===== src/rtl/score_display.sv =====
// Score keeper and 3-digit multiplexed 7-segment driver for the snake game.
// Optional high-score tracking is built when SCORE_HIGHSCORE_EN is defined.
module score_display #(
    parameter int unsigned REFRESH_CYCLES = 4096,
    parameter int unsigned FLASH_CYCLES   = 6000000
) (
    input  logic        clk,
    input  logic        rst,
    input  logic        i_restart,
    input  logic        i_eat,
    input  logic        i_failure,
    input  logic        i_success,
    output logic [11:0] o_score,
    output logic [11:0] o_high_score,
    output logic        o_new_high,
    output logic [6:0]  o_seg,
    output logic        o_dp,
    output logic [2:0]  o_digit_sel
);

    localparam int unsigned RW = (REFRESH_CYCLES > 1) ? $clog2(REFRESH_CYCLES) : 1;
    localparam int unsigned FW = $clog2(2 * FLASH_CYCLES);

    typedef enum logic [1:0] {PLAY, OVER_FAIL, OVER_WIN} state_t;

    state_t        state, state_n;
    logic          eat_q, eat_q_n, eat_ev;
    logic [11:0]   score_n;
    logic [RW-1:0] refresh_cnt, refresh_n;
    logic [1:0]    digit, digit_n;
    logic [FW-1:0] flash_cnt, flash_n;
    logic [3:0]    nib;
    logic          blank, flash_hi;
    logic [6:0]    seg_n;
    logic          dp_n;
    logic [2:0]    sel_n;

    function automatic logic [6:0] seg_code(input logic [3:0] v);
        case (v)
            4'd0:    return 7'h3F;
            4'd1:    return 7'h06;
            4'd2:    return 7'h5B;
            4'd3:    return 7'h4F;
            4'd4:    return 7'h66;
            4'd5:    return 7'h6D;
            4'd6:    return 7'h7D;
            4'd7:    return 7'h07;
            4'd8:    return 7'h7F;
            4'd9:    return 7'h6F;
            default: return 7'h00;
        endcase
    endfunction

    assign eat_ev = i_eat && !eat_q;

    // Next-state for game FSM, score, refresh/flash counters and display outputs.
    always_comb begin
        state_n   = state;
        score_n   = o_score;
        eat_q_n   = i_eat;
        refresh_n = refresh_cnt + RW'(1);
        digit_n   = digit;
        flash_n   = '0;
        nib       = 4'd0;
        blank     = 1'b0;

        case (state)
            PLAY: begin
                if (i_failure)      state_n = OVER_FAIL;
                else if (i_success) state_n = OVER_WIN;
            end
            default: state_n = state;
        endcase

        // BCD increment with carry, saturating at 999; counts on the exit edge too.
        if (state == PLAY && eat_ev && o_score != 12'h999) begin
            if (o_score[3:0] != 4'd9) begin
                score_n[3:0] = o_score[3:0] + 4'd1;
            end else begin
                score_n[3:0] = 4'd0;
                if (o_score[7:4] != 4'd9) begin
                    score_n[7:4] = o_score[7:4] + 4'd1;
                end else begin
                    score_n[7:4]  = 4'd0;
                    score_n[11:8] = o_score[11:8] + 4'd1;
                end
            end
        end

        if (refresh_cnt == RW'(REFRESH_CYCLES - 1)) begin
            refresh_n = '0;
            digit_n   = (digit == 2'd2) ? 2'd0 : digit + 2'd1;
        end

        // Flash counter sits at 0 during play, so it starts from 0 on entry.
        if (state != PLAY) begin
            flash_n = (flash_cnt == FW'(2 * FLASH_CYCLES - 1)) ? '0 : flash_cnt + FW'(1);
        end

        if (i_restart) begin
            state_n   = PLAY;
            score_n   = '0;
            eat_q_n   = 1'b0;
            refresh_n = '0;
            digit_n   = 2'd0;
            flash_n   = '0;
        end

        // Display outputs follow the next-state values so they align with the counters.
        case (digit_n)
            2'd0:    begin nib = score_n[3:0];  blank = 1'b0;                   end
            2'd1:    begin nib = score_n[7:4];  blank = (score_n[11:4] == 8'h00); end
            default: begin nib = score_n[11:8]; blank = (score_n[11:8] == 4'h0);  end
        endcase
        flash_hi = (flash_n >= FW'(FLASH_CYCLES));
        seg_n    = blank ? 7'h00 : seg_code(nib);
        if (state_n != PLAY && flash_hi) seg_n = 7'h00;
        dp_n  = (state_n == OVER_WIN) && !flash_hi;
        sel_n = 3'(3'b001 << digit_n);
    end

    // State and output registers.
    always_ff @(posedge clk) begin
        if (rst) begin
            state       <= PLAY;
            o_score     <= '0;
            eat_q       <= 1'b0;
            refresh_cnt <= '0;
            digit       <= 2'd0;
            flash_cnt   <= '0;
            o_seg       <= 7'h3F;
            o_dp        <= 1'b0;
            o_digit_sel <= 3'b001;
        end else begin
            state       <= state_n;
            o_score     <= score_n;
            eat_q       <= eat_q_n;
            refresh_cnt <= refresh_n;
            digit       <= digit_n;
            flash_cnt   <= flash_n;
            o_seg       <= seg_n;
            o_dp        <= dp_n;
            o_digit_sel <= sel_n;
        end
    end

`ifdef SCORE_HIGHSCORE_EN
    logic        end_q;
    logic [11:0] high_q;
    logic        new_high_q;

    // High score is compared one edge after the game ends, using the final score.
    always_ff @(posedge clk) begin
        if (rst) begin
            end_q      <= 1'b0;
            high_q     <= '0;
            new_high_q <= 1'b0;
        end else begin
            end_q <= !i_restart && (state == PLAY) && (state_n != PLAY);
            if (i_restart) begin
                new_high_q <= 1'b0;
            end else if (end_q && (o_score > high_q)) begin
                high_q     <= o_score;
                new_high_q <= 1'b1;
            end
        end
    end

    assign o_high_score = high_q;
    assign o_new_high   = new_high_q;
`else
    assign o_high_score = 12'h000;
    assign o_new_high   = 1'b0;
`endif

endmodule


===== config.mk =====
export PLATFORM = sky130hd
export DESIGN_NAME = score_display
export DESIGN_NICKNAME = d
export VERILOG_FILES = /design/src/rtl/score_display.sv
export SDC_FILE = /design/constraint.sdc
export NUM_CORES = 1
export LEC_CHECK = 0
export CORE_MARGIN = 4
export CORE_UTILIZATION = 56
export DETAILED_ROUTE_END_ITERATION = 7
export PLACE_DENSITY = 0.89
export RECOVER_POWER = 100
export SLEW_MARGIN = 5
export SYNTH_ARGS = -nofsm -noshare
export SYNTH_HDL_FRONTEND = slang
export SYNTH_SLANG_ARGS = --single-unit

===== constraint.sdc =====
create_clock -name clk -period 4.56 [get_ports clk]
set_input_delay 1.368 -clock clk [delete_from_list [all_inputs] [get_ports clk]]
set_output_delay 1.368 -clock clk [all_outputs]
set_load 0.005 [all_outputs]

Word-level counts from Yosys, hierarchy flattened
Memories as Yosys holds them, arrays and structs flattened. Cells that the tools add are included. W data, S select, Z words.

Register bits: 64. Bits of input ports: 6. Memories: 1. ROM bits: 112.

Memories: (name not given) (words 16, bits a word 7, read ports 1, clocked after Yosys merged registers in 0, wr ports 0, RTL line 39) `case (v)`.

$add $sub $neg: 6. Reductions and logical operators: 16. Magnitude comparators: 1. Shift-type cells: 1. Equal/unequal tests: 8. Muxes and demuxes: 20.

Operators by type and width (count): $mux W24 (3); $add A24 B1 Y24 const B (1); $eq A24 B24 Y1 const B (1); $ge A24 B23 Y1 const B (1); $mux W12 (2); $mux W2 (7); $add A12 B1 Y12 const B (1); $add A4 B1 Y4 const B (3); $eq A12 B12 Y1 const B (1); $mux W4 (3); $mux W6 (2); $ne A12 B12 Y1 const B (1); $logic_not A8 Y1 (1); $mux W8 (1); $ne A4 B4 Y1 const B (2); $pmux W4 S2 (1); $reduce_or A3 Y1 (2); $logic_and A1 B1 Y1 (5); $eq A2 B2 Y1 const B (2); $logic_not A2 Y1 (2); $logic_not A4 Y1 (1); $reduce_bool A2 Y1 (2); $shl A1 B2 Y3 const A (1); $add A2 B1 Y2 const B (1); other kinds (4) (5).

Depth between registers and ports, before layout
Depth in word-level cells: 10. Gate-level depth with buffers: 13. Gate-level depth less buffers: 13.

Worst setup path after synthesis
OpenSTA, ideal clock, no wires.

Path kind: in2reg. From: input port i_eat. To: register o_seg[2]. Arrival: 3640 ps. Required time: 4444 ps. Cell stages on the path: 13. Buffers on the path: 3. Path slack: 804 ps. Cell sequence: or4b_1 -> buf_2 -> or3_1 -> clkbuf_2 -> mux2i_1 -> o21bai_1 -> and3_1 -> buf_2 -> inv_1 -> ha_1 -> nor2b_1 -> o22ai_1 -> a41o_1.

Word-level cells in the longest chain between the ends: 9.

RTL lines: start: declaration (RTL line 10) `input logic i_eat,`; $logic_and A1 B1 Y1 (*) (RTL line 54) `assign eat_ev = i_eat && !eat_q;`; $logic_and A1 B1 Y1 (*) (2 in series) (RTL line 76) `if (state == PLAY && eat_ev && o_score != 12'h999) begin`; $mux W12 (*) (RTL line 76); $mux W12 (*) (RTL line 100) `if (i_restart) begin`; $pmux W4 S2 (tied with other cells) (RTL line 110) `case (digit_n)`; $mem_v2 Z16 W7 / $pmux W1 S2 (equally long branches); $mux W6 (*) (RTL line 116) `seg_n = blank ? 7'h00 : seg_code(nib);`; $mux W6 (*) (RTL line 117) `if (state_n != PLAY && flash_hi) seg_n = 7'h00;`; end signal: assignment (RTL line 141) `o_seg <= seg_n;`; end: declaration (RTL line 16) `output logic [6:0] o_seg,`.

Every way passes the cells marked *; elsewhere a longest branch is shown, timed or not. A chain may end at the register's enable or synchronous reset.

Worst setup path after layout
Ends and elaborated chain as after synthesis.

==> summary.md <==
| Metric | Value |
|---|---|
| Num CTS Buffers | 9 |
| Number of antenna diodes | 0 |
| Post-synth cell types | 66 |
| Die Span Y | approximately 89 um |
| FP Rows | 29 |
| Via count | 3413 |
| Initial Utilization | ~58% |
| Crit-path max cell delay | 0.57 ns |
| Yosys reg bits | 64 |
| Post-synthesis sequential area ratio | approximately 35% |
| IO Count | 42 |
| Commonest non-fill, non-tap cells in the layout | dfxtp_1 (64), nor2_1 (63), nand2_1 (31) |
| Asr flop ratio synth | 0% |
| H-tree lvl count | 3 |
| PostCTS Resize Cnt | 0 |
| Hold Violations, Final | 0 |
| Syn. warnings | 0 |
| Status | finished clean |
| Reg2reg end | o_seg[3]$_SDFF_PP1_ |
| CP Capture Type | flop |
| Setup_tns | 0 ns |
| Pre-antenna DRT Iters | 5 |
| Ys flop type | dfxtp_1 |
| RSZ-0062 raised after global routing | false |
| Clk sinks | 64 |
| TritonCTS clock tree | yes |
| Top delay family on crit path | simple AND/OR/NAND/NOR gates |
| Vias in the first global route | just over 3000 |
| Fin cells | 558 |
| Chip Width | 89.3 um |
| Pin count of the biggest net entering global routing | 23 |
| Worst Path Arrival | 4.54 ns |
| Routed WL per cell | 15.0 um |
| Final setup fails | 0 |
| DIE AREA | 0.00797 mm^2 |
| Max VDD drop | about 230 uV |
| R2r startpoint | flash_cnt[0]$_SDFF_PP0_ |
| Final WL | 8390 um |
| Worst hold-check path type | reg2reg |
| Crit start category | input port |
| Clk Latency, worst-skew pair | ~0.34 ns |
| Commonest non-fill, non-tap cell in the layout | dfxtp_1 |
| CP required | 4.84 ns |
| Crit path kind | in2reg |
| Crit share post-route | 93.4% |
| Fmax | around 0.23 GHz |
| R2R depth | 9 |
| Global-route wire length before repair | about 14000 um |
| Setup slack on the worst flop-to-flop path | between 1 and 1.5 ns |
| Bufs and invs on worst path | 3 |
| HP Start | flash_cnt[0]$_SDFF_PP0_ |
| Minimum clock period | 4.26 ns |
| Initial DRC Count | 271 |
| Pwr Density | 288 mW/mm^2 |
| Port bufs | 28 |
| CP max FO | 12 |
| WHS Path Cells | 1 |
| Inst Count DP | 542 |
| Syn_area_per_cell | 8.11 um^2 |
| Initial antenna violation count | 0 |
| Antenna-violating nets left | 0 |
| Clock transition at the registers of the reported paths | 0.07 ns |
| Slew margin rel. | 42.7% |
| Clock tree buffer depth | 2 |
| Max_cap viols | 0 |
| Clock skew | 0.00460 ns |
| Share of layout cells above drive strength 1 | under 10% |
| GRT Total Usage | 22.3% |
| GRT overflow | 0 |
| Worst Hold End | flash_cnt[0]$_SDFF_PP0_ |
| CP max stage cell | dlygate4sd3_1 |
| Core area | ~0.0064 mm^2 |
| Post-CTS Setup Bufs | 0 |
| P&R area growth vs syn | 13.1% |
| Hold buffer count at cts | 0 |
| Gpl congestion | slightly above 1 |
| Synthesized area | 0.00370 mm^2 |
| Vias per Instance | 6.12 |
| Nets | a little under 500 |
| DPL Wire Length | 6210 um |
| EDFF count, synth | 0 |
| Slew Limit Fails | 0 |
| Critical-path cell list | dlygate4sd3_1 > nor4b_2 > nand4_1 > clkbuf_1 > o31a_1 > a21boi_0 > nor4_1 > clkbuf_2 > nor2b_1 > o22ai_1 > a41o_1 |
| DRC viols | 0 |
| Syn Inst Count | 456 |
| CTS root buf | clkbuf_8 |
| Worst-Margin Slew | 0.860 ns |
| Leak | 0.00152 uW |
## cell families (layout without fill, tap and decap cells)
group	count (synthesis)	in the layout	share of synthesized area, %
XOR/XNOR	32	32	7.58
other	1	13	0.101
AO/OA/AOI/OAI	88	88	16.6
AND/OR/NAND/NOR	208	208	30.4
flip-flops	64	64	34.6
adder cells (fa/ha/maj)	9	9	3.04
multiplexers	4	4	1.12
buffers and inverters	50	63	6.59
## worst reg2reg max path, stage by stage (launching register included)
cell and delay (ns):
dfxtp_1 0.40, ha_1 0.35, nand2_1 0.16, or4_1 0.65
nor3_1 0.23, xnor2_1 0.19, or4bb_1 0.43, a2111o_1 0.37
a31oi_1 0.35, a21oi_1 0.07
## where the power goes
part	switching (uW)	internal, uW
Sequential	4.85	566
Combinational	33.9	24.4
Clock	215	361
## worst max-delay path by stage
stage / from / endpoint / slack, ns / cells after the start
2_1_floorplan: i_eat / o_seg[2]$_SDFF_PP1_ / 0.80 / 13
3_3_place_gp: i_eat / o_seg[2]$_SDFF_PP1_ / 0.26 / 11
3_5_place_dp: i_eat / o_seg[2]$_SDFF_PP1_ / 0.1 / 11
4_1_cts: i_eat / o_seg[2]$_SDFF_PP1_ / 0.46 / 11
5_1_grt: i_eat / o_seg[2]$_SDFF_PP1_ / 0.12 / 11
6_report: i_eat / o_seg[2]$_SDFF_PP1_ / 0.30 / 11
## synth_stat cells, types with 3 or more instances
cell type / number / area, um^2
a31oi_1: 6 / 37.5
xor2_1: 19 / 166
or2_2: 3 / 18.8
a21o_1: 3 / 22.5
nand4_1: 13 / 81.3
xnor2_1: 13 / 114
o31ai_1: 3 / 22.5
o211ai_1: 5 / 37.5
and3_1: 7 / 43.8
nor4_1: 5 / 31.3
or4bb_1: 3 / 33.8
o21ai_0: 13 / 65.1
ha_1: 9 / 113
inv_1: 13 / 48.8
nand2_1: 31 / 116
o31a_1: 3 / 26.3
buf_4: 13 / 97.6
a21boi_0: 4 / 30.0
or3_1: 5 / 31.3
nor4bb_1: 3 / 30.0
nand3_1: 22 / 110
nand2b_1: 6 / 37.5
and4_1: 7 / 61.3
dfxtp_1: 64 / 1280
and2_1: 8 / 50.1
nor4b_1: 4 / 35.0
nor3_1: 11 / 55.1
clkbuf_1: 18 / 67.6
buf_2: 5 / 25.0
nor2_1: 63 / 236
a211oi_1: 5 / 37.5
a21oi_1: 19 / 95.1
mux2i_1: 3 / 30.0
a311oi_1: 3 / 26.3
## cell type report
class | count | area [um^2]
Fill cell | 532 | 2200
Tap cell | 77 | 96.3
Clock inverter | 6 | 108
Inverter | 13 | 48.8
Sequential cell | 64 | 1280
Timing Repair Buffer | 34 | 304
Multi-Input combinational cell | 354 | 2220
Clock buffer | 10 | 128
## registers in the layout, summed over array words and instances (netlist names)
name         flops
flash_cnt       24
o_score         12
refresh_cnt     12
o_seg            7
o_digit_sel      3
digit            2
state            2
eat_q            1
o_dp             1
## routing by layer
layer	track usage, %	part of all wire, %
met3	5.81	6.7
met4	6.63	1.5
met2	37.6	51
met5	0	0
met1	27.9	41
## through the flow
step | hold slack, ns | power [uW] | setup WS, ns | utilization [%] | area (um^2)
3_5_place_dp | 0.471 | 646 | 0.0957 | 62.2 | 3970
6_report | 0.483 | 1210 | 0.301 | 65.5 | 4190
4_1_cts | 0.487 | 1220 | 0.462 | 65.9 | 4210
5_1_grt | 0.530 | 1250 | 0.124 | 65.5 | 4190
3_3_place_gp | 0.465 | 644 | 0.264 | 62.2 | 3970
2_1_floorplan | 0.442 | 626 | 0.804 | - | 3740
Note: power is estimated with default switching activity, not from simulation.
